==> src/rtl/mdp3_message_streamer.sv <==
// Collects decoded MDP3 order-book entries and replays them as one Avalon-ST packet:
// a header beat, two beats per entry (fields, then price) and an XOR checksum trailer.
module mdp3_message_streamer #(
    parameter int          MAX_ENTRIES = 4,
    parameter logic [15:0] TEMPLATE_ID = 16'd32
) (
    input  logic        clk,
    input  logic        reset,
    input  logic [7:0]  NUM_ORDERS,
    input  logic [15:0] QUANTITY,
    input  logic [63:0] PRICE,
    input  logic [1:0]  ACTION,
    input  logic [1:0]  ENTRY_TYPE,
    input  logic [31:0] SECURITY_ID,
    input  logic        message_ready,
    input  logic        message_last,
    output logic        streamer_ready,
    input  logic        ready,
    output logic        valid,
    output logic [63:0] data_out,
    output logic        start_packet,
    output logic        end_packet,
    output logic [2:0]  empty
);

    localparam int         AW        = (MAX_ENTRIES > 1) ? $clog2(MAX_ENTRIES) : 1;
    localparam logic [7:0] MAX_COUNT = 8'(MAX_ENTRIES);

    typedef enum logic [2:0] {COLLECT, HEADER, ENTRY_A, ENTRY_B, TRAILER} state_t;

    state_t      state, state_next;
    logic [7:0]  count, count_next;
    logic [7:0]  idx, idx_next, idx_inc;
    logic [31:0] seq_num;
    logic [63:0] acc, acc_next, beat_xor;
    logic        valid_next, start_next, end_next;
    logic [63:0] data_next;
    logic [2:0]  empty_next;
    logic [7:0]  checksum;

    // Entry packing: PRICE[123:60] SECURITY_ID[59:28] QUANTITY[27:12]
    // NUM_ORDERS[11:4] ENTRY_TYPE[3:2] ACTION[1:0]
    logic [123:0]  entry_mem [0:MAX_ENTRIES-1];
    logic [123:0]  wr_entry, rd_entry;
    logic [AW-1:0] rd_addr;
    logic          wr_en;

    assign streamer_ready = (state == COLLECT);
    assign wr_en          = (state == COLLECT) && message_ready;
    assign wr_entry       = {PRICE, SECURITY_ID, QUANTITY, NUM_ORDERS, ENTRY_TYPE, ACTION};
    assign idx_inc        = idx + 8'd1;
    assign beat_xor       = acc ^ data_out;

    always_ff @(posedge clk) begin
        if (wr_en) begin
            entry_mem[count[AW-1:0]] <= wr_entry;
        end
    end

    // The read address looks one beat ahead so the next beat is ready on transfer.
    always_comb begin
        rd_addr = '0;
        case (state)
            ENTRY_A: rd_addr = idx[AW-1:0];
            ENTRY_B: rd_addr = idx_inc[AW-1:0];
            default: rd_addr = '0;
        endcase
    end

    assign rd_entry = entry_mem[rd_addr];

    // Checksum byte folds all eight bytes of the running beat XOR together.
    genvar gi;
    generate
        for (gi = 0; gi < 8; gi++) begin : g_fold
            assign checksum[gi] = beat_xor[gi]      ^ beat_xor[8 + gi]  ^
                                  beat_xor[16 + gi] ^ beat_xor[24 + gi] ^
                                  beat_xor[32 + gi] ^ beat_xor[40 + gi] ^
                                  beat_xor[48 + gi] ^ beat_xor[56 + gi];
        end
    endgenerate

    always_comb begin
        state_next = state;
        count_next = count;
        idx_next   = idx;
        acc_next   = acc;
        valid_next = valid;
        data_next  = data_out;
        start_next = start_packet;
        end_next   = end_packet;
        empty_next = empty;
        case (state)
            COLLECT: begin
                if (message_ready) begin
                    count_next = count + 8'd1;
                    if (message_last || (count_next == MAX_COUNT)) begin
                        state_next = HEADER;
                        valid_next = 1'b1;
                        start_next = 1'b1;
                        data_next  = {TEMPLATE_ID, count_next, 8'h00, seq_num};
                    end
                end
            end
            HEADER: begin
                if (ready) begin
                    state_next = ENTRY_A;
                    acc_next   = beat_xor;
                    idx_next   = 8'd0;
                    start_next = 1'b0;
                    data_next  = {rd_entry[59:4], 4'h0, rd_entry[3:0]};
                end
            end
            ENTRY_A: begin
                if (ready) begin
                    state_next = ENTRY_B;
                    acc_next   = beat_xor;
                    data_next  = rd_entry[123:60];
                end
            end
            ENTRY_B: begin
                if (ready) begin
                    acc_next = beat_xor;
                    if (idx_inc == count) begin
                        state_next = TRAILER;
                        end_next   = 1'b1;
                        empty_next = 3'd7;
                        data_next  = {checksum, 56'h0};
                    end else begin
                        state_next = ENTRY_A;
                        idx_next   = idx_inc;
                        data_next  = {rd_entry[59:4], 4'h0, rd_entry[3:0]};
                    end
                end
            end
            TRAILER: begin
                if (ready) begin
                    state_next = COLLECT;
                    count_next = 8'd0;
                    idx_next   = 8'd0;
                    acc_next   = 64'd0;
                    valid_next = 1'b0;
                    data_next  = 64'd0;
                    end_next   = 1'b0;
                    empty_next = 3'd0;
                end
            end
            default: state_next = COLLECT;
        endcase
    end

    always_ff @(posedge clk or posedge reset) begin
        if (reset) begin
            state        <= COLLECT;
            count        <= 8'd0;
            idx          <= 8'd0;
            acc          <= 64'd0;
            seq_num      <= 32'd1;
            valid        <= 1'b0;
            data_out     <= 64'd0;
            start_packet <= 1'b0;
            end_packet   <= 1'b0;
            empty        <= 3'd0;
        end else begin
            state        <= state_next;
            count        <= count_next;
            idx          <= idx_next;
            acc          <= acc_next;
            valid        <= valid_next;
            data_out     <= data_next;
            start_packet <= start_next;
            end_packet   <= end_next;
            empty        <= empty_next;
            if (state == TRAILER && ready) begin
                seq_num <= seq_num + 32'd1;
            end
        end
    end

endmodule

==> config.mk <==
export PLATFORM = sky130hd
export DESIGN_NAME = mdp3_message_streamer
export DESIGN_NICKNAME = d
export VERILOG_FILES = /design/src/rtl/mdp3_message_streamer.sv
export SDC_FILE = /design/constraint.sdc
export NUM_CORES = 1
export LEC_CHECK = 0
export ABC_AREA = 0
export CAP_MARGIN = 20
export CORE_UTILIZATION = 45
export CTS_BUF_LIST = sky130_fd_sc_hd__clkbuf_8
export CTS_CLUSTER_SIZE = 24
export DETAILED_ROUTE_END_ITERATION = 10
export SYNTH_ARGS = -nofsm -noshare
export SYNTH_HDL_FRONTEND = slang
export SYNTH_SLANG_ARGS = --single-unit
==> constraint.sdc <==
create_clock -name clk -period 9.6 [get_ports clk]
set_clock_uncertainty 0.15 [all_clocks]
set_input_delay 0.96 -clock clk [delete_from_list [all_inputs] [get_ports clk]]
set_output_delay 0.96 -clock clk [all_outputs]
set_load 0.1 [all_outputs]
# After elaboration in Yosys (flattened, before gate mapping)
# Memory sizes are Yosys's and may differ from the RTL's.
# Cells that the tools add are included.
[op_classes]
magnitude_cmp = 0
n_reduce_logical = 20
div = 0
n_shift = 0
mul = 0
eq_ne = 16
muxes = 38
add_sub_neg = 3
bitwise = 57
[op_table]
columns = ["cell", "n"]
rows = [
  ["$mux 64", 8],
  ["$pmux 64 s5", 1],
  ["$pmux 64 s2", 1],
  ["$xor 64x64->64", 1],
  ["$xor 1x1->1", 56],
  ["$add 32x1->32 const B", 1],
  ["$mux 8", 4],
  ["$pmux 8 s2", 2],
  ["$mux 3", 9],
  ["$add 8x1->8 const B", 2],
  ["$reduce_and 4->1", 4],
  ["$pmux 3 s5", 1],
  ["$ne 2x2->1 const B", 7],
  ["$reduce_bool 2->1", 5],
  ["$eq 8x3->1 const B", 1],
  ["$eq 8x8->1", 1],
  ["$mux 1", 7],
  ["$reduce_and 7->1", 1],
  ["$eq 3x2->1 const B", 2],
  ["$ne 2x1->1 const B", 3],
  ["$pmux 1 s2", 3],
  ["$pmux 3 s2", 1],
  ["$reduce_and 3->1", 2],
  ["$reduce_and 6->1", 1],
  ["other kinds (9)", 10],
]
[totals]
rom_bits = 0
n_memories = 1
in_bits = 129
wordCells = 145
regBits = 185
ramBits = 496
latch_bits = 0
[mem_list]
columns = ["memory", "words", "width", "read_ports", "rd_clocked_by_memory_dff", "write_ports", "line_no", "text"]
rows = [
  ["entry_mem", 4, 124, 1, 0, 1, "43", "logic [123:0] entry_mem [0:MAX_ENTRIES-1];"],
]

# Logic depth before layout (Yosys ltp)
[depth]
ltp_word = 11
depth_mapped = 10

# Worst setup path after synthesis
# Ideal clock, no wire load.
[synth_timing]
kind = "input-to-reg"
start = "in message_ready"
end = "mem entry_mem[1][0], enable pin"
path_stages = 2
setup_slack_ps = 4726
required_ps = 8952
arrival_ps = 4227
setup_ps = 498
path_cell_list = "nor4b_4 > and2_1"
[synth_between]
elab_chain_cells = 3
[synth_rtl]
columns = ["element", "line_no", "text"]
rows = [
  ["start, declared", "15", "input logic message_ready,"],
  ["$logic_and 1x1->1", "49", "assign wr_en = (state == COLLECT) && message_ready;"],
  ["$mux 1", "55", "if (wr_en) begin"],
  ["$mux 1 (not written as such)", "56", "entry_mem[count[AW-1:0]] <= wr_entry;"],
  ["end, declared", "43", ""],
]
# No other way between the ends.

# Final worst setup path
[layout_timing]
start = "reg state[0]"
end = "reg data_out[44]"
[layout_between]
elab_chain_cells = 6
word_cells_on_any_way = 20
[layout_rtl]
columns = ["element", "line_no", "text"]
rows = [
  ["start, declared", "31", "state_t state, state_next;"],
  ["start signal, assigned", "165", "state <= state_next;"],
  ["$eq 3x2->1", "63, 93", ""],
  ["$pmux 2 s2", "63", "case (state)"],
  ["$mem_v2 4x124", "-", ""],
  ["$mux 64", "124", "if (idx_inc == count) begin"],
  ["$mux 64", "122", "if (ready) begin"],
  ["$pmux 64 s5", "93", "case (state)"],
  ["end signal, assigned", "170", "data_out <= data_next;"],
  ["end, declared", "20", "output logic [63:0] data_out,"],
]
# Several ways; a longest one is shown, not always the timed one. The select of a mux whose other input is x is not followed.
# A chain may end at the register's enable or synchronous reset.

==> impl_metrics.tcl <==
set metrics [dict create \
    start_kind "flop" \
    netlist-cell-type-count 68 \
    areaGrowthSynthToFinish_pct 16.71 \
    placedCellCount 2858 \
    ys_ff_latch 678 \
    status "complete, no violations" \
    yosysSeqAreaShare_pct 67.11 \
    grt_overflow 0 \
    drcViolationCount 0 \
    grt_use_total_pct 23.34 \
    tightest_slew_ps 1077 \
    drtPass1Iterations 5 \
    clkSinkCount 678 \
    synth_ff_type "edfxtp_1" \
    use_met1_pct 31.95 \
    grt_max_degree 102 \
    holdWs_ps 328.1 \
    p_sw_share_pct 42.60 \
    fp.dieW_um 255.8 \
    clkSlewWorstSetupHoldPaths_ps 70 \
    peakVddDrop_uv 293.6 \
    fmax_ghz 0.2178 \
    grt_pass1_vias 18180 \
    grt_pass1_wl_um 114600 \
    worstSetupPathType "reg2reg" \
    drtIter0Drc 1524 \
    dp_slack_ps 5147 \
    start_util_pct 45.78 \
    cp_max_fo 51 \
    layout.cells.non_filler 3070 \
    drt-total-wl_um 76650 \
    hpwl_um 46100 \
    die_y_um 255.8 \
    grt_antenna_before_repair 1 \
    yosys_warnings 0 \
    post_drt_wl_per_cell_um 24.97 \
    finalSetupTns_ps 0 \
    syn_avg_cell_area_um2 15.07 \
    core_um2 63310 \
    routabilityCongestion 0.8134 \
    cts_made_buffers 110 \
    synth_nets 2058 \
    postCtsSetupBuffers 0 \
    fin_crit_sh_pct 47.82 \
    p_per_area_nw_per_um2 359.8 \
    clockRootBuffer "clkbuf_8" \
    critPathCaptureType "flop" \
    antenna_left 0 \
    postCtsHoldBufs 0 \
    post_route_cells_drive_above_1_share_pct 14.58 \
    power.total_mw 12.17 \
    grtUsageMet3_pct 4.575 \
    drv_cap 0 \
    syn_inst 1923 \
    arrival_ps 5080 \
    rsz0062_at_grt "false" \
    cts-htree-levels 3 \
    hold_violations 0 \
    synthArstFlopShare_pct 26.84 \
    p_switching_mw 5.184 \
    multi_input_comb_area_um2 8944 \
    grt_busiest_layer "met2" \
    maxSlewViolCount 0 \
    clk_latency_ps 730 \
    die-area_um2 65430 \
    comb_power_share_pct 45.7 \
    min_period_ps 4590 \
    pin_count 200 \
    syn_area_um2 28980 \
    nets 2259 \
    slew_headroom_pct 28.01 \
    rows 92 \
    synth_edf_count 496 \
    vias 17880 \
    regArea_um2 19450 \
    p_leak_nw 11.81 \
    worst_slack_ps 5010 \
    n_fill_cell 5237 \
    use_met2_pct 37.16 \
    clk_path_buf_depth 3 \
    p_clk_share_pct 19.2 \
    via_per_inst 5.825 \
    ctsResizeCount 0 \
    port_buffers 199 \
    cts_tree "done" \
    min_path_type "reg2reg" \
    seqPwrFrac_pct 35.2 \
    critical_path_required_ps 10090 \
    internal_power_mw 6.986 \
    finalSetupViolations 0 \
]
cells in the final DEF (no fill, tap or decap), types with 6 or more instances in the layout:
cell | netlist | routed
clkbuf_8 | 0 | 122
nor2_1 | 31 | 30
a22o_1 | 25 | 25
a211o_1 | 34 | 34
clkdlybuf4s50_1 | 0 | 199
o21ai_0 | 148 | 148
and3_1 | 42 | 42
mux4_2 | 86 | 86
ha_1 | 6 | 6
edfxtp_1 | 496 | 496
clkinv_1 | 1 | 14
nand3_1 | 17 | 17
o31ai_1 | 9 | 9
a21o_1 | 18 | 18
nand2_1 | 35 | 33
a21oi_1 | 173 | 173
dfrtp_1 | 181 | 180
a211oi_1 | 37 | 37
nand4_1 | 6 | 6
clkinv_2 | 0 | 18
buf_4 | 6 | 27
o21ai_1 | 30 | 30
mux2i_1 | 38 | 38
xor2_1 | 22 | 22
a221o_1 | 8 | 8
o221a_2 | 32 | 32
and4_1 | 7 | 7
and2_1 | 13 | 9
inv_1 | 11 | 60
nor3b_1 | 65 | 65
xnor2_1 | 147 | 147
nor3_1 | 7 | 7
Yosys cell counts (all sizes together) (3+ instances only):
master	count	area [um^2]
nand3	17	85.08
dfrtp	181	4529
and4	7	61.31
nor3	9	55.05
o31ai	10	88.83
and2	13	81.33
mux2	5	56.30
a221o	8	80.08
nand2	38	150.2
a21oi	173	865.8
xor2	22	192.7
o21a	3	22.52
a211oi	37	277.8
nor2	32	122.6
a211o	34	297.8
and3	42	262.8
mux4	86	1937
nand4	6	37.54
buf	67	329.1
nor3b	65	488.0
a221oi	4	35.03
o21ai	178	890.9
xnor2	147	1287
o22ai	3	18.77
o221a	32	360.4
a22o	25	219.0
ha	6	75.07
edfxtp	496	14890
or3	3	18.77
a21o	18	135.1
mux2i	38	380.4
nand2b	4	25.02
inv	11	41.29
clkbuf	71	266.5
power by group through the flow:
stage	Sequential (mW)	Clock, mW	Combinational [mW]
floorplan	5.01	0	3.24
detailed placement	4.33	0	5.60
finish	4.28	2.33	5.56
global placement	4.31	0	5.55
CTS	4.28	2.39	5.62
global route	4.33	2.52	5.89
critical path, cell delays in order (launching register included):
cell	delay, ps
dfrtp_1	790
mux2_1	240
buf_4	440
and2_4	750
buf_4	800
mux2i_1	170
a211o_1	320
o21ai_1	450
o221a_2	290
sequential cells by signal (all words and copies together) (netlist names):
signal and count:
valid 1, empty 1, start_packet 1, state 3, entry_mem 496, count 8
acc 64, data_out 64, idx 8, seq_num 32
kinds of logic after synthesis:
group	count (synthesis)	synth area share, %
adder cells (fa/ha/maj)	6	0.2590
multiplexers	129	8.189
buffers and inverters	150	2.210
flip-flops	678	67.11
AO/OA/AOI/OAI	544	11.98
AND/OR/NAND/NOR	247	5.146
XOR/XNOR	169	5.107
worst paths after layout:
check / startpoint / to / slack [ps] / depth (start not counted)
min: seq_num[31] / seq_num[31] / 330 / 1
max reg2reg: state[0] / data_out[44] / 5010 / 8
min reg2reg: seq_num[31] / seq_num[31] / 330 / 1
max in group asynchronous: reset / data_out[39] / 7450 / 3
max: state[0] / data_out[44] / 5010 / 8
min in group asynchronous: reset / idx[7] / 630 / 2
stage by stage:
stage | utilization (%) | instance area, um^2
after floorplan | - | 28980
after global placement | 50.11 | 31730
after detailed placement | 50.11 | 31730
after CTS | 53.42 | 33820
after global routing | 53.43 | 33830
final | 53.43 | 33830
area by class of cell:
class | instances | share of cell area (%)
Inverter | 12 | 0.1701
Clock inverter | 88 | 1.232
Multi-Input combinational cell | 1095 | 26.44
Antenna cell | 2 | 0.01479
Clock buffer | 122 | 4.964
Tap cell | 846 | 3.129
Sequential cell | 678 | 57.51
Timing Repair Buffer | 227 | 6.547
metal layers:
layer,up-vias,share of wire [%]
li1,7918,-
met1,9229,43
met2,621,48
met3,115,6.6
met4,0,2.7
met5,-,0
(Power assumes the default switching activity.)
